File: config.mk
export PLATFORM = sky130hd
export DESIGN_NAME = snitch_perf_counter_ctrl
export DESIGN_NICKNAME = d
export VERILOG_FILES = /design/src/rtl/snitch_perf_counter_ctrl.sv
export SDC_FILE = /design/constraint.sdc
export NUM_CORES = 1
export LEC_CHECK = 0
export ABC_AREA = 1
export ABC_CLOCK_PERIOD_IN_PS = 5150
export CORE_ASPECT_RATIO = 1.25
export CORE_UTILIZATION = 46
export CTS_BUF_LIST = sky130_fd_sc_hd__clkbuf_8
export DETAILED_ROUTE_END_ITERATION = 8
export PLACE_DENSITY_LB_ADDON = 0.15
export SKIP_CTS_REPAIR_TIMING = 1
export SKIP_LAST_GASP = 1
export SLEW_MARGIN = 25
export SYNTH_ARGS = -nofsm -noshare
export SYNTH_HDL_FRONTEND = slang
export SYNTH_SLANG_ARGS = --single-unit
File: constraint.sdc
create_clock -name clk_i -period 5.15 [get_ports clk_i]
set_input_delay 0.7725 -clock clk_i [delete_from_list [all_inputs] [get_ports clk_i]]
set_output_delay 0.7725 -clock clk_i [all_outputs]
set_load 0.01 [all_outputs]
File: src/rtl/snitch_perf_counter_ctrl.sv
// snitch_perf_counter_ctrl: bank of programmable per-hart event/cycle counters
// behind a register port with a one-deep registered response.
module snitch_perf_counter_ctrl #(
    parameter int unsigned NumCores    = 8,
    parameter int unsigned NumCounters = 4,
    parameter int unsigned AddrWidth   = 8
) (
    input  logic                  clk_i,
    input  logic                  rst_ni,
    input  logic [NumCores*7-1:0] core_events_i,
    input  logic                  freeze_i,
    input  logic                  req_valid_i,
    output logic                  req_ready_o,
    input  logic                  req_write_i,
    input  logic [AddrWidth-1:0]  req_addr_i,
    input  logic [31:0]           req_wdata_i,
    output logic                  rsp_valid_o,
    input  logic                  rsp_ready_i,
    output logic [31:0]           rsp_rdata_o,
    output logic                  rsp_error_o,
    output logic                  overflow_irq_o
);
    localparam logic [AddrWidth:0] Limit = (AddrWidth + 1)'(NumCounters * 8);

    // Bit 7 of each hart's vector is a constant 0 so evsel 7 never reads a real strobe.
    logic [NumCores-1:0][7:0]     events;
    logic [NumCounters-1:0]       enable, irq_en, overflow, sel, inc, wr_cfg, wr_val;
    logic [NumCounters-1:0][2:0]  evsel;
    logic [NumCounters-1:0][7:0]  hart;
    logic [NumCounters-1:0][31:0] value;
    logic                         accept, error;
    logic [31:0]                  rdata;

    for (genvar h = 0; h < NumCores; h++) begin : g_ev
        assign events[h] = {1'b0, core_events_i[h*7 +: 7]};
    end

    assign req_ready_o = !rsp_valid_o || rsp_ready_i;
    assign accept      = req_valid_i && req_ready_o;
    assign error       = req_addr_i[1:0] != 2'b0 || {1'b0, req_addr_i} >= Limit;

    always_comb begin
        rdata  = '0;
        sel    = '0;
        inc    = '0;
        wr_cfg = '0;
        wr_val = '0;
        for (int i = 0; i < NumCounters; i++) begin
            sel[i] = evsel[i] == 3'd7;
            for (int h = 0; h < NumCores; h++)
                if (hart[i] == 8'(h)) sel[i] = sel[i] | events[h][evsel[i]];
            inc[i] = enable[i] && !freeze_i && sel[i];
            if (req_addr_i[AddrWidth-1:3] == (AddrWidth - 3)'(i)) begin
                rdata = req_addr_i[2] ? value[i] :
                        {overflow[i], 15'b0, hart[i], 1'b0, evsel[i], 2'b0, irq_en[i], enable[i]};
                wr_cfg[i] = accept && req_write_i && !error && !req_addr_i[2];
                wr_val[i] = accept && req_write_i && !error && req_addr_i[2];
            end
        end
    end

    always_ff @(posedge clk_i or negedge rst_ni) begin
        if (!rst_ni) begin
            enable         <= '0;
            irq_en         <= '0;
            overflow       <= '0;
            evsel          <= '0;
            hart           <= '0;
            value          <= '0;
            rsp_valid_o    <= 1'b0;
            rsp_rdata_o    <= '0;
            rsp_error_o    <= 1'b0;
            overflow_irq_o <= 1'b0;
        end else begin
            overflow_irq_o <= |(overflow & irq_en);
            if (accept) begin
                rsp_valid_o <= 1'b1;
                rsp_rdata_o <= (req_write_i || error) ? 32'b0 : rdata;
                rsp_error_o <= error;
            end else if (rsp_ready_i) begin
                rsp_valid_o <= 1'b0;
            end
            for (int i = 0; i < NumCounters; i++) begin
                if (wr_val[i]) value[i] <= req_wdata_i;
                else if (inc[i]) value[i] <= value[i] + 32'd1;
                if (wr_cfg[i]) begin
                    enable[i] <= req_wdata_i[0];
                    irq_en[i] <= req_wdata_i[1];
                    evsel[i]  <= req_wdata_i[6:4];
                    hart[i]   <= req_wdata_i[15:8];
                end
                // A wrap in the same cycle beats a write-1-clear.
                if (!wr_val[i] && inc[i] && &value[i]) overflow[i] <= 1'b1;
                else if (wr_cfg[i] && req_wdata_i[31]) overflow[i] <= 1'b0;
            end
        end
    end
endmodule

==> impl_metrics.tcl <==
set metrics [dict create \
    outcome "complete, no violations" \
    core_area_um2 37300 \
    final_common_cell "nand2_1" \
    path_clk_slew_ns 0.07 \
    die_area_um2 38600 \
    yosysTopAreaCell "dfrtp_1" \
    layout_common_cells "nand2_1 (1206), nand3_1 (273), nor2_1 (242), o21ai_0 (234), inv_1 (226)" \
    synth.avg_cell_area_um2 6.08 \
    grt_max_degree 119 \
    hold_viol_final 0 \
    die_height_um 219 \
    drv_slew 0 \
    reg2reg_depth 15 \
    critical_path.endpoint_type "flip-flop" \
    drv_cap 0 \
    first_pass_iters 6 \
    syn_area_um2 17400 \
    clkSinkCount 219 \
    worstPathArrival_ns 3.75 \
    die_x_um 176 \
    syn_nets 2965 \
    synth_top_area_share_pct 31.5 \
    dr_total_vias 19400 \
    worst_pin_slew_ns 0.881 \
    synth_area_leaders "dfrtp_1 (32%), nand2_1 (26%), nand3_1 (7.9%)" \
    overflow 0 \
    holdWs_ns 0.248 \
    first_iter_violations 2121 \
    fin_nets 3027 \
    port_buffers 137 \
    yosys.area_share.simple_pct 43.9 \
    grt_pass1_wl_mm 107 \
    vias_per_cell 5.65 \
    fin_crit_sh_pct 63.8 \
    p_leak_nw 9.31 \
    setup_viol 0 \
    path_max_fanout 58 \
    clockBufferDepth 3 \
    path_class "in2reg" \
    clk_latency_ns 0.58 \
    critPathLaunchType "input pin" \
    grt_pass1_vias 17600 \
    fin_tns_setup_ns 0 \
    skew_ns 0.0349 \
    antenna_left 0 \
    synth-seq-cells 219 \
    htree_levels 2 \
    routed_wl_mm 71.8 \
    synth_xor_area_share_pct 4.53 \
    period_minus_slack_ns 3.28 \
    synth_compound_gate_area_share_pct 10.7 \
    yosysUniqueCellTypes 40 \
    io_pins 138 \
    antenna_found_initial 0 \
    fmax_mhz 305 \
    ys_seq_area_share_pct 31.5 \
    nFillCells 3851 \
    rows 79 \
    gp_congestion 1.08 \
    start_util_pct 46.7 \
    layout-drive-gt1-share_pct 4.04 \
    synth_top_family_by_area "simple AND/OR/NAND/NOR gates" \
    synthMuxAreaShare_pct 0 \
    cts-root-buf "clkbuf_8" \
    yosys_warnings 0 \
    slew_headroom_pct 40.7 \
    power.density_nw_per_um2 194 \
    track_usage_pct 37.3 \
    grt_setup_unrepaired "false" \
    hold_path.class "in2async" \
    cp.required_ns 5.62 \
    final_util_pct 52.6 \
    syn_inst 2859 \
    synth_adder_area_share_pct 0.288 \
    drc 0 \
    areaGrowthSynthToFinish_pct 12.6 \
    cts_tree "built" \
    place.detailed.hpwl_mm 52.7 \
    p_total_mw 3.80 \
    peakVddDrop_uv 129 \
    wire_per_inst_um 20.9 \
    cts_buffers 39 \
]
[per-stage QoR]
step | cell area (um^2) | instances | setup slack [ns]
5_1_grt | 19600 | 3434 | 1.64
3_5_place_dp | 18800 | 3366 | 1.33
3_3_place_gp | 18800 | 3366 | 1.39
2_1_floorplan | 17400 | 2859 | 2.92
4_1_cts | 19600 | 3434 | 1.76
6_report | 19600 | 3437 | 1.87
[routing by layer]
metal	track usage, %	part of all wire, %	vias up
met4	28.0	7.9	0
met5	0	0	-
met3	5.51	6.5	247
met2	59.9	46	973
li1	-	-	9271
met1	45.2	40	8936
[report_power, final]
part	switching, mW	internal, mW	total, mW
registers	0.00869	1.73	1.74
logic	0.257	0.120	0.377
clock network	0.785	0.900	1.68
[path summary, 6_finish.rpt]
| path | start | slack [ns] | endpoint |
|---|---|---|---|
| max in group asynchronous | rst_ni | 3.64 | evsel[3]$_DFFE_PN0P_ |
| max | req_addr_i[7] | 1.87 | value[74]$_DFFE_PN0P_ |
| max reg2reg | evsel[3]$_DFFE_PN0P_ | 2.07 | value[32]$_DFFE_PN0P_ |
| min in group clk_i | rsp_rdata_o[20]$_DFFE_PN0P_ | 0.48 | rsp_rdata_o[20]$_DFFE_PN0P_ |
| min reg2reg | rsp_rdata_o[20]$_DFFE_PN0P_ | 0.48 | rsp_rdata_o[20]$_DFFE_PN0P_ |
| min | rst_ni | 0.25 | rsp_valid_o$_DFFE_PN0P_ |
[flip-flops by register name, indices dropped and copies added (netlist names)]
register and cells:
enable 4, overflow 4, overflow_irq_o 1, irq_en 4, rsp_rdata_o 32, hart 32
value 128, rsp_valid_o 1, evsel 12, rsp_error_o 1
[critical path, stage by stage]
cell and delay (ns):
clkdlybuf4s50_1 0.44, nor3_1 0.19, nand3_1 0.25, nor3_4 0.40, nand3_2 0.59, buf_4 0.52
inv_1 0.29, o21ai_0 0.14, nand2_1 0.08, nand2_1 0.05
[synth_stat cells, drive strengths merged]
library cell  number
and2               1
and3               1
nor4               4
xnor2             19
nand3            277
nand2           1219
a21boi             1
o211ai            36
buf               73
xor2              71
nor2             249
clkinv             2
nor3b              3
o221ai            14
nand4             30
nand3b             6
or2                6
o311ai             1
o2111ai            7
o22ai              7
clkbuf            60
o21bai             2
inv              226
nor3              54
o21ai            236
a21oi             31
ha                 4
dfrtp            219
[cell families after synthesis]
family,Yosys count
adder cells (fa/ha/maj),4
flip-flops,219
AO/OA/AOI/OAI,335
XOR/XNOR,90
AND/OR/NAND/NOR,1850
buffers and inverters,361
[final cells by class]
cell class	count	area (um^2)	share of cell area (%)
timing repair buffer	154	1510	7.71
clock inverter	16	71.3	0.364
tap	486	608	3.10
sequential	219	5480	28.0
clock buffer	52	716	3.65
antenna	3	7.51	0.0383
inverter	228	858	4.38
multi-input combinational	2279	10300	52.8
Note: power is estimated with default switching activity, not from simulation.
